[src/rtl/scoreboard_driver_pkg.sv]
// Shared constants for the scoreboard display driver.
//   NUM_DIGITS        : number of physical digits scanned (ports sized for 8)
//   SEG_0 .. SEG_9    : active-low segment patterns, bit0=a .. bit6=g
//   SEG_BLANK         : all segments off
//   seg_encode()      : BCD nibble -> segment pattern, non-decimal -> blank
package scoreboard_driver_pkg;

    localparam int NUM_DIGITS = 8;

    localparam logic [6:0] SEG_0     = 7'h40;
    localparam logic [6:0] SEG_1     = 7'h79;
    localparam logic [6:0] SEG_2     = 7'h24;
    localparam logic [6:0] SEG_3     = 7'h30;
    localparam logic [6:0] SEG_4     = 7'h19;
    localparam logic [6:0] SEG_5     = 7'h12;
    localparam logic [6:0] SEG_6     = 7'h02;
    localparam logic [6:0] SEG_7     = 7'h78;
    localparam logic [6:0] SEG_8     = 7'h00;
    localparam logic [6:0] SEG_9     = 7'h10;
    localparam logic [6:0] SEG_BLANK = 7'h7F;

    function automatic logic [6:0] seg_encode(input logic [3:0] nib);
        logic [6:0] seg;
        case (nib)
            4'd0:    seg = SEG_0;
            4'd1:    seg = SEG_1;
            4'd2:    seg = SEG_2;
            4'd3:    seg = SEG_3;
            4'd4:    seg = SEG_4;
            4'd5:    seg = SEG_5;
            4'd6:    seg = SEG_6;
            4'd7:    seg = SEG_7;
            4'd8:    seg = SEG_8;
            4'd9:    seg = SEG_9;
            default: seg = SEG_BLANK;
        endcase
        return seg;
    endfunction

endpackage

[src/rtl/scoreboard_driver_bin16_to_bcd5.sv]
// Combinational 16-bit binary to 5-digit BCD converter (double-dabble).
//   bin : unsigned binary input, 0..65535
//   bcd : bcd[0] = ones ... bcd[4] = ten-thousands
module bin16_to_bcd5 (
    input  logic [15:0]      bin,
    output logic [4:0][3:0]  bcd
);

    // Working register: BCD digits in [35:16], binary shifted out of [15:0].
    logic [35:0] sr;

    always_comb begin
        sr = {20'd0, bin};
        for (int i = 0; i < 16; i++) begin
            // Correct any digit >= 5 before the shift so it carries as decimal.
            for (int j = 0; j < 5; j++) begin
                if (sr[16 + 4*j +: 4] >= 4'd5) begin
                    sr[16 + 4*j +: 4] = sr[16 + 4*j +: 4] + 4'd3;
                end
            end
            sr = sr << 1;
        end
    end

    assign bcd = sr[35:16];

endmodule

[src/rtl/scoreboard_driver.sv]
// Scans an 8-digit multiplexed 7-segment display showing a 16-bit score
// in decimal, right-aligned, with optional leading-zero blanking.
//   R_clk_1000HZ : 1 kHz scan clock, rising edge
//   I_rst_n      : synchronous active-low reset
//   score        : unsigned binary score, may change on any cycle
//   O_shift      : digit enables, active-low, bit 0 = rightmost digit
//   O_data       : segment drive, active-low, bit0=a .. bit6=g
module scoreboard_driver
    import scoreboard_driver_pkg::*;
#(
    parameter int NUM_DIGITS    = scoreboard_driver_pkg::NUM_DIGITS,
    parameter bit BLANK_LEADING = 1'b1
) (
    input  logic        R_clk_1000HZ,
    input  logic        I_rst_n,
    input  logic [15:0] score,
    output logic [7:0]  O_shift,
    output logic [6:0]  O_data
);

    logic [2:0]      scan_idx;
    logic [4:0][3:0] bcd;
    logic [3:0]      nib;
    logic            show;
    logic [6:0]      seg_next;

    bin16_to_bcd5 u_bcd (
        .bin (score),
        .bcd (bcd)
    );

    // Select the digit for the position being scanned. A digit above the
    // ones place is blanked when it and every higher digit are zero; digit 0
    // is always shown so a zero score still displays "0".
    always_comb begin
        nib  = 4'd0;
        show = 1'b0;
        case (scan_idx)
            3'd0: begin nib = bcd[0]; show = 1'b1; end
            3'd1: begin nib = bcd[1]; show = !(BLANK_LEADING && (bcd[4:1] == '0)); end
            3'd2: begin nib = bcd[2]; show = !(BLANK_LEADING && (bcd[4:2] == '0)); end
            3'd3: begin nib = bcd[3]; show = !(BLANK_LEADING && (bcd[4:3] == '0)); end
            3'd4: begin nib = bcd[4]; show = !(BLANK_LEADING && (bcd[4]   == '0)); end
            default: begin nib = 4'd0; show = 1'b0; end
        endcase
        seg_next = show ? seg_encode(nib) : SEG_BLANK;
    end

    always_ff @(posedge R_clk_1000HZ) begin
        if (!I_rst_n) begin
            scan_idx <= 3'd0;
            O_shift  <= 8'hFF;
            O_data   <= SEG_BLANK;
        end else begin
            O_shift  <= ~(8'b1 << scan_idx);
            O_data   <= seg_next;
            scan_idx <= (scan_idx == 3'(NUM_DIGITS - 1)) ? 3'd0 : scan_idx + 3'd1;
        end
    end

endmodule

[config.mk]
export PLATFORM = sky130hd
export DESIGN_NAME = scoreboard_driver
export DESIGN_NICKNAME = d
export VERILOG_FILES = /design/src/rtl/scoreboard_driver_pkg.sv /design/src/rtl/scoreboard_driver_bin16_to_bcd5.sv /design/src/rtl/scoreboard_driver.sv
export SDC_FILE = /design/constraint.sdc
export NUM_CORES = 1
export LEC_CHECK = 0
export ABC_AREA = 1
export ABC_CLOCK_PERIOD_IN_PS = 10100
export BUFFER_PORTS_ARGS = -buffer_cell sky130_fd_sc_hd__buf_2
export CAP_MARGIN = 5
export CORE_AREA = 2 2 106 108
export CTS_BUF_LIST = sky130_fd_sc_hd__clkbuf_4
export DETAILED_ROUTE_END_ITERATION = 12
export DIE_AREA = 0 0 108 110
export GPL_ROUTABILITY_DRIVEN = 1
export PLACE_DENSITY = 0.72
export SYNTH_ARGS = -nofsm -noshare
export SYNTH_HDL_FRONTEND = slang
export SYNTH_SLANG_ARGS = --single-unit
export TNS_END_PERCENT = 1
[constraint.sdc]
create_clock -name R_clk_1000HZ -period 10.1 [get_ports R_clk_1000HZ]
set_clock_uncertainty 0.2 [all_clocks]
set_input_delay 0.505 -clock R_clk_1000HZ [delete_from_list [all_inputs] [get_ports R_clk_1000HZ]]
set_output_delay 0.505 -clock R_clk_1000HZ [all_outputs]
set_load 0.1 [all_outputs]
Yosys cells after proc, flatten, opt, wreduce, memory -nomap -nowiden
Memories as Yosys holds them, arrays and structs flattened. A register that Yosys moved wholly into a read port is not among the register bits.
Index checks and enable logic that the tools add are counted.
{ "classes": {"bitwise_logic": 2, "n_mux": 67, "n_eq_ne": 5, "n_lt_le_gt_ge": 65, "reduce_logical": 12, "div_mod_pow": 0, "shifts": 1, "addsub": 66, "n_mul": 0} }
{ "op_table": {"columns": ["op", "n"], "rows": [
  ["4-bit by 3-bit greater-or-equal comparator with 1-bit output, second input constant", 60],
  ["4-bit 2-to-1 mux", 52],
  ["4-bit by 2-bit adder with 4-bit output, second input constant", 50],
  ["3-bit 2-to-1 mux", 13],
  ["3-bit by 2-bit adder with 3-bit output, second input constant", 10],
  ["4-bit one-hot mux with 5 select lines", 1],
  ["16-bit zero test", 1],
  ["12-bit zero test", 1],
  ["1-bit by 2-bit adder with 3-bit output, second input constant", 3],
  ["1-bit by 3-bit greater-or-equal comparator with 1-bit output, second input constant", 3],
  ["8-bit zero test", 1],
  ["8-bit inverter", 1],
  ["1-bit by 3-bit left shift with 8-bit output, first input constant", 1],
  ["1-bit by 2-bit adder with 3-bit output, both inputs constant", 2],
  ["3-bit by 2-bit equality test with 1-bit output, second input constant", 2],
  ["3-bit equality test, second input constant", 2],
  ["1-bit by 3-bit greater-or-equal comparator with 1-bit output, both inputs constant", 2],
  ["1-bit zero test", 5],
  ["1-bit one-hot mux with 5 select lines", 1],
  ["4-bit zero test", 1],
  ["3-bit by 1-bit adder with 3-bit output, second input constant", 1],
  ["3-bit by 1-bit equality test with 1-bit output, second input constant", 1],
  ["3-bit zero test", 1],
  ["2-bit AND reduction", 1],
  ["other kinds (2)", 2]
]} }
{ "word_totals": {"latch_bits": 0, "rom_bits": 112, "n_memories": 1, "ramBits": 0, "register_bits": 11, "word_cells": 221} }
{ "mem_list": {"columns": ["name", "words", "word_bits", "read_ports", "rd_ports_with_merged_regs", "write_ports", "line_no", "rtl"], "rows": [
  ["(name not given)", 16, 7, 1, 1, 0, "scoreboard_driver_pkg.sv:24", "case (nib)"]
]} }

Longest topological paths before layout
Gate-level depths: netlist of run 1.
{ "depth": {"word_depth": 35, "mapped_depth": 90, "depth_no_buf": 90} }

Modules after synthesis
Synthesis of run 1 repeated with hierarchy kept, for this count alone.
{ "hier_totals": {"hier_cells": 830, "hier_area_um2": 4654.5} }
{ "by_module_without_submodules": {"columns": ["mod", "instances", "seq_area_each_um2", "cells_each", "area_per_inst_um2"], "rows": [
  ["bin16_to_bcd5", 1, 0.0, 677, 3562.2],
  ["scoreboard_driver", 1, 360.3, 153, 1092.3]
]} }

Worst setup path before layout of run 1
No wires, ideal clock.
{ "synth_timing": {"path_kind": "input -> register", "start": "input score[14]", "end": "register O_data[3]", "required_time_ps": 9772, "n_path_buf": 0, "arrival_ps": 9174, "path_slack_ps": 598, "cell_stages": 81, "cell_sequence": "inv_1 ha_1 nand2_2 nand2_1 nand2_1 nand2_1 ha_1 nand2_1 nand3_2 nand2_2 nand2_1 nand2_1 inv_1 ha_1 nor2_1 inv_1 nand3_2 clkinv_1 [45 not listed] ha_1 inv_1 ha_1 a21oi_1 inv_1 nand2_1 nand2_1 nand2_1 nand2_1 nor2_1 o21ai_1 nor2_2 inv_1 ha_1 inv_1 nand2_1 nand3_1 nand3_1"} }
{ "synth_via": {"elab_chain_cells": 33, "elab_cells_between_ends": 192, "cone_classes": "add/sub (60); order compare (60); mux (62); reduce/logical (10)"} }
{ "synth_lines": {"columns": ["element", "line_no", "rtl"], "rows": [
  ["start, declared", "scoreboard_driver.sv:16", "input logic [15:0] score,"],
  ["4-bit by 2-bit adder with 4-bit output / 4-bit by 3-bit greater-or-equal comparator with 1-bit output (equally long branches)", "scoreboard_driver_bin16_to_bcd5.sv:18, scoreboard_driver_bin16_to_bcd5.sv:17", null],
  ["4-bit 2-to-1 mux (*)", "scoreboard_driver_bin16_to_bcd5.sv:17", "if (sr[16 + 4*j +: 4] >= 4'd5) begin"],
  ["4-bit by 2-bit adder with 4-bit output / 4-bit by 3-bit greater-or-equal comparator with 1-bit output (equally long branches)", "scoreboard_driver_bin16_to_bcd5.sv:18, scoreboard_driver_bin16_to_bcd5.sv:17", null],
  ["4-bit 2-to-1 mux", "scoreboard_driver_bin16_to_bcd5.sv:17", null],
  ["4-bit by 2-bit adder with 4-bit output / 4-bit by 3-bit greater-or-equal comparator with 1-bit output (equally long branches)", "scoreboard_driver_bin16_to_bcd5.sv:18, scoreboard_driver_bin16_to_bcd5.sv:17", null],
  ["4-bit 2-to-1 mux", "scoreboard_driver_bin16_to_bcd5.sv:17", null],
  ["4-bit by 2-bit adder with 4-bit output / 4-bit by 3-bit greater-or-equal comparator with 1-bit output (equally long branches)", "scoreboard_driver_bin16_to_bcd5.sv:18, scoreboard_driver_bin16_to_bcd5.sv:17", null],
  ["4-bit 2-to-1 mux", "scoreboard_driver_bin16_to_bcd5.sv:17", null],
  ["[17 not listed]", null, null],
  ["4-bit 2-to-1 mux / 3-bit 2-to-1 mux (equally long branches)", "scoreboard_driver_bin16_to_bcd5.sv:17", null],
  ["4-bit by 2-bit adder with 4-bit output (tied with other cells)", "scoreboard_driver_bin16_to_bcd5.sv:18", "sr[16 + 4*j +: 4] = sr[16 + 4*j +: 4] + 4'd3;"],
  ["4-bit 2-to-1 mux / 3-bit 2-to-1 mux (equally long branches)", "scoreboard_driver_bin16_to_bcd5.sv:17", null],
  ["16-bit zero test (tied with other cells)", "scoreboard_driver.sv:40", "3'd1: begin nib = bcd[1]; show = !(BLANK_LEADING && (bcd[4:1] == '0)); end"],
  ["1-bit zero test (on tied branches)", null, null],
  ["1-bit one-hot mux with 5 select lines", "scoreboard_driver.sv:38", "case (scan_idx)"],
  ["2-bit AND reduction (no source line)", null, null],
  ["1-bit zero test (no source line)", null, null],
  ["end, declared", "scoreboard_driver.sv:18", "output logic [6:0] O_data"]
]} }
Every way passes the cells marked *; elsewhere a longest branch is shown, timed or not.
A chain may end at the register's enable or synchronous reset.

Worst setup path in the final report of run 1
Ends and elaborated chain as after synthesis.

==> flow_summary.json, run 1 <==
{
  "cts_buffer_depth": 2,
  "grt_pass1_vias": 4341,
  "final_nets": 944,
  "clock_sinks": 18,
  "area_growth_pct": 13.9,
  "postSynthAreaPerCell_sq_um": 5.68,
  "grt_pass1_wl_um": 16400,
  "start_util": 0.442,
  "die_h_um": 110,
  "dp_hpwl_um": 7680,
  "tightest_slew_ns": 0.486,
  "crit_top_cell": "nand2_1",
  "synth_seq_cells": 18,
  "ys_types": 37,
  "chipWidth_um": 108,
  "routedWlPerCell_um": 8.85,
  "ys.flop_type": "dfxtp_1",
  "required_ns": 10.07,
  "grt_max_degree": 11,
  "hold_class": "in2reg",
  "h-tree-depth": 1,
  "io_pins": 33,
  "critPathMaxFanout": 5,
  "drt-total-wl_um": 9060,
  "ys.warnings.count": 0,
  "timing_worst_setup_path_type": "in2reg",
  "netlist_instances": 832,
  "antenna_found_initial": 0,
  "arrival_ns": 9.24,
  "grt_overflow": 0,
  "max_slew_margin": 0.679,
  "maxCapViolCount": 0,
  "fin_setup_tns_ns": 0,
  "clockRootBuffer": "clkbuf_4",
  "drc": 0,
  "timing.final.crit_share": 0.917,
  "setup_violations": 0,
  "layout_min_cycle_time_ns": 9.26,
  "outcome": "finished, final reports clean",
  "drive_gt1_frac": 0.270,
  "gp_congestion": 0.820,
  "placed_cell_area_sq_um": 5130,
  "slew_viol_final": 0,
  "io_buffers": 32,
  "syn_nets": 891,
  "synth_area_sq_um": 4730,
  "vias": 4930,
  "dieArea_sq_um": 11900,
  "fmax_ghz": 0.108,
  "path_clk_slew_ns": 0.10,
  "n_antenna_cell": 0,
  "cts_tree": "done",
  "finalHoldViolations": 0,
  "synth_edf_count": 0,
  "slowest_stage": "or2_2",
  "cp-end-kind": "register",
  "design_area_sq_um": 5390,
  "critPathMaxStageDelay_ns": 0.32,
  "grtUsageTotal": 0.156,
  "numCtsBuffers": 3,
  "rows": 38,
  "start_kind": "primary input",
  "ys_async_sr_fraction": 0,
  "holdBufCountCts": 0,
  "postRouteAntennaNets": 0,
  "core_area_sq_um": 10700,
  "ys_seq_area_frac": 0.0762,
  "clock_latency_ns": 0.28,
  "drtPass1Iterations": 4,
  "drt-initial-drc-count": 180,
  "avgViaCountPerCell": 4.81
}
## worst max-delay path: cells and delay by family
| kind | cells | cell delay [ns] |
|---|---|---|
| adder cells (fa/ha/maj) | 11 | 2.05 |
| buffers and inverters | 18 | 1.18 |
| AO/OA/AOI/OAI | 7 | 0.92 |
| AND/OR/NAND/NOR | 43 | 4.09 |
| XOR/XNOR | 2 | 0.46 |
## final cells by class
type	instances	area, sq um
inverter	146	548
multi-input combinational	667	3990
fill	1146	5310
clock inverter	1	3.75
sequential	18	360
tap	140	175
timing repair buffer	49	288
clock buffer	3	22.5
## cells in the final DEF (no fill, tap or decap), types with 17 or more instances in the layout
master	Yosys	final
ha_1	41	39
nand2_2	65	78
nand3_2	22	27
nand4_1	24	24
inv_2	25	32
inv_1	118	111
buf_2	0	32
nand3_1	106	99
nor2_1	31	30
dfxtp_1	18	18
buf_4	0	17
nand2_1	277	263
## per-layer routing
metal,GRT usage,routed length [um],part of all wire,vias up
li1,-,-,-,2768
met1,0.194,4370,0.48,2120
met2,0.301,4480,0.49,35
met3,0.00235,131,0.014,7
met4,0.0302,75,0.0083,0
met5,0,0,0,-
## state kept, by name (all words and copies together) (netlist names)
signal and flops:
O_shift 8, O_data 7, scan_idx 3
## cell usage after synthesis (17+ instances only)
library cell  count  area [sq um]
dfxtp_1          18           360
ha_1             41           513
inv_1           118           443
inv_2            25          93.8
nand2_1         277          1040
nand2_2          65           407
nand3_1         106           531
nand3_2          22           220
nand4_1          24           150
nor2_1           31           116
o21ai_1          17          85.1
## logic make-up after synthesis
family,after synthesis,synth area share
adder cells (fa/ha/maj),41,0.108
XOR/XNOR,14,0.0304
buffers and inverters,147,0.117
AO/OA/AOI/OAI,47,0.0646
flip-flops,18,0.0762
AND/OR/NAND/NOR,565,0.604
## through the flow
step | util | cells | hold WS (ns) | setup slack (ns)
finish | 0.503 | 1024 | 0.266 | 0.838
global route | 0.503 | 1024 | 0.274 | -0.0657
CTS | 0.482 | 1016 | 0.264 | 0.00727
detailed placement | 0.479 | 1012 | 0.263 | -0.306
global placement | 0.479 | 1012 | 0.248 | -0.148
floorplan | - | 832 | 0.233 | 0.598
## timing repair
action                                 in CTS  in global routing
pin swaps                                   0                 20
gates resized for setup                     1                 51
buffers inserted                            0                  8
endpoints found under the hold margin       0                  0
setup endpoints to repair                   1                  7
## worst paths after layout
check	start	end	slack, ns	cells after the start
worst max-delay path	score[14]	O_data[3]	0.84	81
worst min register to register	scan_idx[0]	scan_idx[0]	0.28	1
worst max register to register	scan_idx[0]	O_data[3]	7.83	13
worst min-delay path	I_rst_n	O_shift[2]	0.27	2
Power of run 1 is left out: the tool's default activity adds up to more than one toggle a clock period on the data nets, which glitch-free logic cannot reach.
==> run 2, diff against run 1 <==
--- a/config.mk
+++ b/config.mk
@@ -9,12 +9,12 @@
 export ABC_CLOCK_PERIOD_IN_PS = 10100
 export BUFFER_PORTS_ARGS = -buffer_cell sky130_fd_sc_hd__buf_2
 export CAP_MARGIN = 5
-export CORE_AREA = 2 2 106 108
+export CORE_AREA = 2 2 94 96
 export CTS_BUF_LIST = sky130_fd_sc_hd__clkbuf_4
 export DETAILED_ROUTE_END_ITERATION = 12
-export DIE_AREA = 0 0 108 110
+export DIE_AREA = 0 0 96 98
 export GPL_ROUTABILITY_DRIVEN = 1
-export PLACE_DENSITY = 0.72
+export PLACE_DENSITY = 0.86
 export SYNTH_ARGS = -nofsm -noshare
 export SYNTH_HDL_FRONTEND = slang
 export SYNTH_SLANG_ARGS = --single-unit
==> flow_summary.json, run 2 (same netlist as run 1, synthesis figures left out) <==
{
  "outcome": "finished, final reports clean",
  "grt_overflow": 0,
  "final_nets": 944,
  "placed_cell_area_sq_um": 5060,
  "path_clk_slew_ns": 0.09,
  "hold_class": "in2reg",
  "slowest_stage": "ha_1",
  "grtUsageTotal": 0.192,
  "io_buffers": 32,
  "final_cell_count_no_fill": 992,
  "critPathMaxFanout": 5,
  "rows": 34,
  "cp-end-kind": "register",
  "setup_violations": 0,
  "fillers": 800,
  "slew_viol_final": 0,
  "final_common_cell": "nand2_1",
  "grt_pass1_wl_um": 16000,
  "avgViaCountPerCell": 5.01,
  "holdBufCountCts": 0,
  "final_cell_mix": "nand2_1, inv_1, nand3_1",
  "reg_top3": "O_shift (8), O_data (7), scan_idx (3)",
  "top_register": "O_shift",
  "routedWlPerCell_um": 9.10,
  "numCtsBuffers": 3,
  "wl_met1_um": 4170,
  "arrival_ns": 9.29,
  "die_h_um": 98,
  "highest_layer": "met4",
  "grt_pass1_vias": 4292,
  "path_buf_inv": 14,
  "drive_gt1_frac": 0.276,
  "postRouteAntennaNets": 0,
  "place_inst": 977,
  "cts_buffer_depth": 2,
  "maxCapViolCount": 0,
  "required_ns": 10.08,
  "timing_worst_setup_path_type": "in2reg",
  "wl_met3_um": 136,
  "clockRootBuffer": "clkbuf_4",
  "design_area_sq_um": 5340,
  "start_util": 0.559,
  "drt-initial-drc-count": 127,
  "dp_hpwl_um": 7540,
  "crit_family": "simple AND/OR/NAND/NOR gates",
  "n_antenna_cell": 0,
  "clock_latency_ns": 0.29,
  "largest_reg_flops": 8,
  "dieArea_sq_um": 9410,
  "drc": 0,
  "fmax_ghz": 0.107,
  "min_from": "I_rst_n",
  "drtPass1Iterations": 4,
  "critPathLaunch": "score[14]",
  "h-tree-depth": 1,
  "crit_top_cell": "nand2_1",
  "cts_tree": "done",
  "vias": 4971,
  "io_pins": 33,
  "timing.rr.start": "scan_idx[0]",
  "core_area_sq_um": 8470,
  "layout_min_cycle_time_ns": 9.31,
  "chipWidth_um": 96,
  "clock_sinks": 18,
  "start_kind": "primary input",
  "area_growth_pct": 12.9,
  "gp_congestion": 0.859,
  "tightest_slew_ns": 0.486,
  "drt-total-wl_um": 9030,
  "finalHoldViolations": 0,
  "critPathMaxStageDelay_ns": 0.27,
  "wl_met2_um": 4590,
  "timing.final.crit_share": 0.922,
  "max_slew_margin": 0.678,
  "grt_max_degree": 11,
  "antenna_found_initial": 0
}
-- run 2: worst paths after layout --
| check | endpoint | cells past startpoint | slack (ns) |
|---|---|---|---|
| worst max register to register | O_data[3] | 15 | 7.82 |
| worst max-delay path | O_data[3] | 82 | 0.79 |
| worst min-delay path | O_shift[7] | 2 | 0.25 |
| worst min register to register | scan_idx[0] | 1 | 0.28 |
-- run 2: repair_timing --
action	CTS	global route
buffers inserted	0	11
setup endpoints to repair	0	7
resized for setup	0	56
-- run 2: worst register-to-register path, delay by kind of cell (launching register included) --
family          cells  cell delay (ns)
compound gates      1             0.08
buf+inv             4             0.25
flops               1             0.39
simple gates        8             0.75
fa+ha+maj           2             0.51
-- run 2: layout make-up --
type | instances | area [sq um] | share of cell area
Inverter | 146 | 548 | 0.103
Sequential cell | 18 | 360 | 0.0675
Tap cell | 108 | 135 | 0.0253
Multi-Input combinational cell | 667 | 3980 | 0.746
Clock inverter | 1 | 3.75 | 0.000703
Clock buffer | 3 | 22.5 | 0.00422
Timing Repair Buffer | 49 | 288 | 0.0539
-- run 2: metal layers --
metal / GRT usage / up-vias
met4: 0.0451 / 0
met3: 0.000772 / 12
met1: 0.237 / 2155
met2: 0.362 / 49
li1: - / 2755
met5: 0 / -
-- run 2: metrics by stage --
stage,setup TNS (ns),setup WS (ns),utilization,hold WS [ns]
global route,-0.623,-0.143,0.631,0.249
CTS,0,0.00741,0.601,0.247
global placement,-0.127,-0.0370,0.598,0.247
floorplan,0,0.598,-,0.233
detailed placement,-1.98,-0.291,0.598,0.266
finish,0,0.786,0.631,0.252
Power of run 2 is left out for the same reason.
